$ cat src/rtl/cpu_pkg.sv
// Shared fetch-stage definitions: address/offset widths, reset PC and FSM encoding.
package cpu_pkg;

    localparam int PC_W  = 10;
    localparam int OFF_W = 8;

    typedef logic [PC_W-1:0] pc_t;

    localparam pc_t START_ADDR = '0;

    typedef enum logic [1:0] {
        IDLE = 2'd0,
        RUN  = 2'd1,
        HALT = 2'd2
    } fetch_state_t;

endpackage

$ cat src/rtl/pc_increment.sv
// Sequential-address incrementer; wraps modulo 2^W with no carry out.
module pc_increment #(
    parameter int W = 10
) (
    input  logic [W-1:0] a,
    output logic [W-1:0] y
);

    assign y = a + W'(1);

endmodule

$ cat src/rtl/pc_target_adder.sv
// Relative branch target: pc plus sign-extended offset, modulo 2^PC_W.
module pc_target_adder #(
    parameter int PC_W  = 10,
    parameter int OFF_W = 8
) (
    input  logic [PC_W-1:0]  pc,
    input  logic [OFF_W-1:0] off,
    output logic [PC_W-1:0]  target
);

    logic [PC_W-1:0] off_ext;

    assign off_ext = {{(PC_W-OFF_W){off[OFF_W-1]}}, off};
    assign target  = pc + off_ext;

endmodule

$ cat src/rtl/pc_fetch_ctrl.sv
// Fetch-stage program counter with run/halt control and priority next-PC select.
//
//   state | meaning
//   IDLE  | out of reset, waiting for start; no fetch
//   RUN   | fetching at pc every cycle, pc advances/redirects
//   HALT  | halt instruction seen; pc frozen, done asserted, waits for start
module pc_fetch_ctrl
    import cpu_pkg::*;
(
    input  logic             clk,
    input  logic             reset_n,
    input  logic             start,
    input  logic             stall,
    input  logic             halt,
    input  logic             branch_en,
    input  logic [OFF_W-1:0] branch_off,
    input  logic             jump_en,
    input  pc_t              jump_addr,
    output pc_t              pc,
    output pc_t              pc_plus1,
    output logic             fetch_valid,
    output logic             done
);

    fetch_state_t state, state_nxt;
    pc_t          pc_nxt;
    pc_t          branch_target;

    pc_increment #(.W(PC_W)) u_inc (
        .a (pc),
        .y (pc_plus1)
    );

    pc_target_adder #(.PC_W(PC_W), .OFF_W(OFF_W)) u_tgt (
        .pc     (pc),
        .off    (branch_off),
        .target (branch_target)
    );

    always_ff @(posedge clk or negedge reset_n) begin
        if (!reset_n) begin
            state <= IDLE;
            pc    <= START_ADDR;
        end else begin
            state <= state_nxt;
            pc    <= pc_nxt;
        end
    end

    // Redirects beat stall: a taken jump/branch flushes the hazarding instruction.
    always_comb begin
        state_nxt   = state;
        pc_nxt      = pc;
        fetch_valid = 1'b0;
        done        = 1'b0;
        case (state)
            IDLE, HALT: begin
                done = (state == HALT);
                if (start) begin
                    state_nxt = RUN;
                    pc_nxt    = START_ADDR;
                end
            end
            RUN: begin
                fetch_valid = 1'b1;
                if (halt) begin
                    state_nxt = HALT;
                end else if (jump_en) begin
                    pc_nxt = jump_addr;
                end else if (branch_en) begin
                    pc_nxt = branch_target;
                end else if (!stall) begin
                    pc_nxt = pc_plus1;
                end
            end
            default: begin
                state_nxt = IDLE;
                pc_nxt    = START_ADDR;
            end
        endcase
    end

endmodule

$ cat config.mk
export PLATFORM = sky130hd
export DESIGN_NAME = pc_fetch_ctrl
export DESIGN_NICKNAME = d
export VERILOG_FILES = /design/src/rtl/cpu_pkg.sv /design/src/rtl/pc_increment.sv /design/src/rtl/pc_target_adder.sv /design/src/rtl/pc_fetch_ctrl.sv
export SDC_FILE = /design/constraint.sdc
export NUM_CORES = 1
export LEC_CHECK = 0
export ABC_AREA = 1
export CAP_MARGIN = 0
export CORE_MARGIN = 1
export CORE_UTILIZATION = 46
export DETAILED_ROUTE_END_ITERATION = 8
export HOLD_SLACK_MARGIN = 0.15
export PLACE_DENSITY = 0.78
export SLEW_MARGIN = 20
export SYNTH_ARGS = -nofsm -noshare
export SYNTH_HDL_FRONTEND = slang
export SYNTH_SLANG_ARGS = --single-unit
$ cat constraint.sdc
create_clock -name clk -period 2.25 [get_ports clk]
set_input_delay 0.45 -clock clk [delete_from_list [all_inputs] [get_ports clk]]
set_output_delay 0.45 -clock clk [all_outputs]
set_load 0.005 [all_outputs]
==> results by group <==
Die
  – I/O pins: between 40 and 50
  – Rows: 19
  – Die X: 57.1 um
  – Die H: about 57 um
  – Overall die area: 3260 um2
  – Initial Util: 0.497
  – Core box area: 2810 um2

Synth
  – Mean Syn Cell Area: roughly 6.1 um2
  – Yosys warns: 0
  – Post-Syn Instances: 228
  – Seq/Total Area, Yosys: 0.215
  – #FFs+latches synth: 12
  – Synth unique cells: 29
  – Mapped cell area: between 1000 and 1500 um2
  – Syn Nets: 264

Drt
  – Met2 Routed Length: around 2.2 mm
  – Drt wl/cell: approximately 14 um
  – # DRC: 2
  – Vias: around 1700
  – Initial DRC count: about 130
  – Vias per Instance: 5.27
  – DRT Pass-1 Iters: 6
  – Drt total wl: between 4 and 5 mm
  – Met3 WL: 286 um
  – Post-DRT Antenna Nets: 0
  – Met1 wire length: about 1.9 mm
  – DR top layer: met4

Timing
  – Final worst-path cycle share: 0.989
  – Setup violators final: 0
  – Max Fclk: 449 MHz
  – Final clock skew: 0.00605 ns
  – Hold Fails Final Rpt: 0
  – Max-slew violations: 0
  – Tightest Pin Transition: 0.598 ns
  – Slew HR: 0.600
  – Tmin final: approximately 2.2 ns
  – Setup TNS: 0 ns

Clocking
  – Clk_lat worst skew: 0.28 ns
  – Clock sink count: 12
  – Clk buf depth: 2
  – # hold bufs at CTS: 0
  – CTS root buffer: clkbuf_4
  – Total CTS buffers: 3
  – CTS tree: yes
  – Number of H-tree levels: 1
  – Clock Pin Slew Worst Setup and Hold Paths: 0.09 ns

GRT
  – Gr usage total: 0.282
  – Gr ovfl total: 0
  – Initial antenna violation count: 0
  – Largest net degree at the start of global routing: 19
  – Number of global-route vias before repair: approximately 1600
  – First-pass GRT wire length: 7.15 mm

Finish
  – Number of nets in the layout: approximately 330
  – Layout cells sized above 1: 0.143
  – Ant diodes: 0
  – Final Cell Area: approximately 2100 um2
  – Layout area overhead: 52.9%

Worst setup path
  – Crit Path Category: flip-flop to output port
  – Worst setup EP type: output port
  – CP startpoint kind: flip-flop
  – R2r worst-path depth: 16
  – Cell Chain, Critical Path: ha_4, buf_4, nand3_1, nand2_1, nand2_1, inv_1, clkdlybuf4s50_1
  – Critical path capture point: pc_plus1[4]
  – WP data required: approximately 1.8 ns
  – R2R setup slack: 0.31 ns
  – Cell with the largest stage delay on the worst path: clkdlybuf4s50_1
  – Critical Path Start: pc[0]
  – Crit path DAT: between 1.5 and 2 ns
  – Slowest stage delay, CP: between 0.4 and 0.5 ns
  – Most common cell on crit path: nand2_1
  – RR Endpoint: pc[8]
  – RR Startpoint: pc[1]
  – Max Fanout on Critical Path: 2

Run
  – Maxcap violations: 0

Power
  – Peak VDD IR: about 0.75 mV
  – Pwr dens: roughly 940 nW/um2
  – Lkg Pwr: 1.15 nW

Placement
  – Final HPWL from detailed placement: 3.34 mm
  – Placed cell area: roughly 2000 um2
  – # port buffers: 46
  – GP Congestion: just under 0.9

Min path
  – Min-delay src: state[1]
  – Worst Hold Class: flip-flop to flip-flop

Run status
  – Status: finished, violations left
  – Failing checks: DRC
## cell type report
| cell class | count | area (um2) |
|---|---|---|
| multi-input combinational | 176 | 1000 |
| fill | 236 | 672 |
| timing repair buffer | 64 | 609 |
| sequential | 12 | 304 |
| inverter | 38 | 143 |
| tap | 31 | 38.8 |
| clock buffer | 4 | 36.3 |
## where the power goes
part | switching [W] | total (W) | internal [W]
clock network | 0.0000821 | 0.000181 | 0.0000985
registers | 0.0000855 | 0.000382 | 0.000297
logic | 0.000741 | 0.00143 | 0.000693
## synthesized netlist by cell type
cell type	count	area, um2
nand2_2	1	6.26
nand3_2	1	10.0
o22ai_1	3	18.8
nor2_1	21	78.8
ha_1	10	125
nand2_4	1	11.3
inv_2	3	11.3
nand3_1	18	90.1
o21ai_0	7	35.0
o21bai_1	1	7.51
clkbuf_1	2	7.51
a21oi_1	6	30.0
xnor2_1	1	8.76
o21ai_1	4	20.0
nor3_1	1	5.00
nor2_2	2	12.5
and2_1	1	6.26
o21a_1	1	7.51
inv_1	35	131
a21boi_0	1	7.51
nand4_2	1	12.5
nand4_1	5	31.3
nand2_1	75	282
fa_1	1	20.0
dfrtp_1	12	300
nor3_4	1	16.3
o211ai_1	5	37.5
nand3b_1	4	30.0
xor2_1	4	35.0
## sequential cells by signal (all words and copies together) (netlist names)
register  count
state         2
pc           10
## metrics by stage
step | power, W | hold slack [ns] | cells | util | worst slack [ns]
floorplan | 0.00109 | 0.154 | 228 | - | 0.400
global placement | 0.00167 | 0.473 | 314 | 0.702 | -0.0393
detailed placement | 0.00168 | 0.477 | 314 | 0.702 | -0.0887
CTS | 0.00190 | 0.499 | 319 | 0.734 | 0.00346
global route | 0.00215 | 0.523 | 325 | 0.760 | -0.0504
finish | 0.00200 | 0.497 | 325 | 0.760 | 0.0245
## cells in the final DEF (no fill, tap or decap), types with 2 or more instances in the layout
master	Yosys	routed
nand3_1	18	17
nand3_2	1	2
o21ai_1	4	3
nand4_1	5	5
buf_6	0	2
clkbuf_4	0	3
nor2_4	0	2
dfrtp_1	12	9
xor2_1	4	3
clkdlybuf4s50_1	0	42
dlymetal6s2s_1	0	3
o211ai_1	5	5
nor2_1	21	21
dfrtp_2	0	3
o22ai_1	3	3
buf_4	0	16
inv_2	3	3
nand2_2	1	3
o21ai_0	7	7
inv_1	35	35
nand3b_1	4	4
ha_1	10	9
nand2_1	75	73
a21oi_1	6	6
## kinds of logic after synthesis
group | after synthesis | share of synthesized area
compound gates | 28 | 0.117
simple gates | 132 | 0.424
xor+xnor | 5 | 0.0314
fa+ha+maj | 11 | 0.104
flops | 12 | 0.215
buf+inv | 40 | 0.108
## critical path: cells and delay by family (launching register included)
family / cells / cell delay (ns)
buffers and inverters: 3 / 0.68
AND/OR/NAND/NOR: 3 / 0.25
adder cells (fa/ha/maj): 1 / 0.17
flip-flops: 1 / 0.41
## metal layers
metal / up-vias / GRT usage
li1: 864 / -
met1: 773 / 0.358
met2: 66 / 0.499
met3: 9 / 0.0249
met4: 0 / 0.105
met5: - / 0
## worst min-delay path by stage
stage / slack [ns] / endpoint / cells past startpoint
after floorplan: 0.15 / pc[0] / 0
after global placement: 0.47 / state[1] / 2
after detailed placement: 0.48 / state[1] / 2
after CTS: 0.50 / state[1] / 2
after global routing: 0.52 / state[1] / 2
final: 0.50 / state[1] / 2
## repair_timing
action / in CTS / in global routing
resized for setup: 11 / 9
pin swaps: 3 / 2
gates cloned: 0 / 0
setup buffers: 1 / 6
setup endpoints to repair: 3 / 6
No activity file was read; power rests on OpenSTA's default activity.
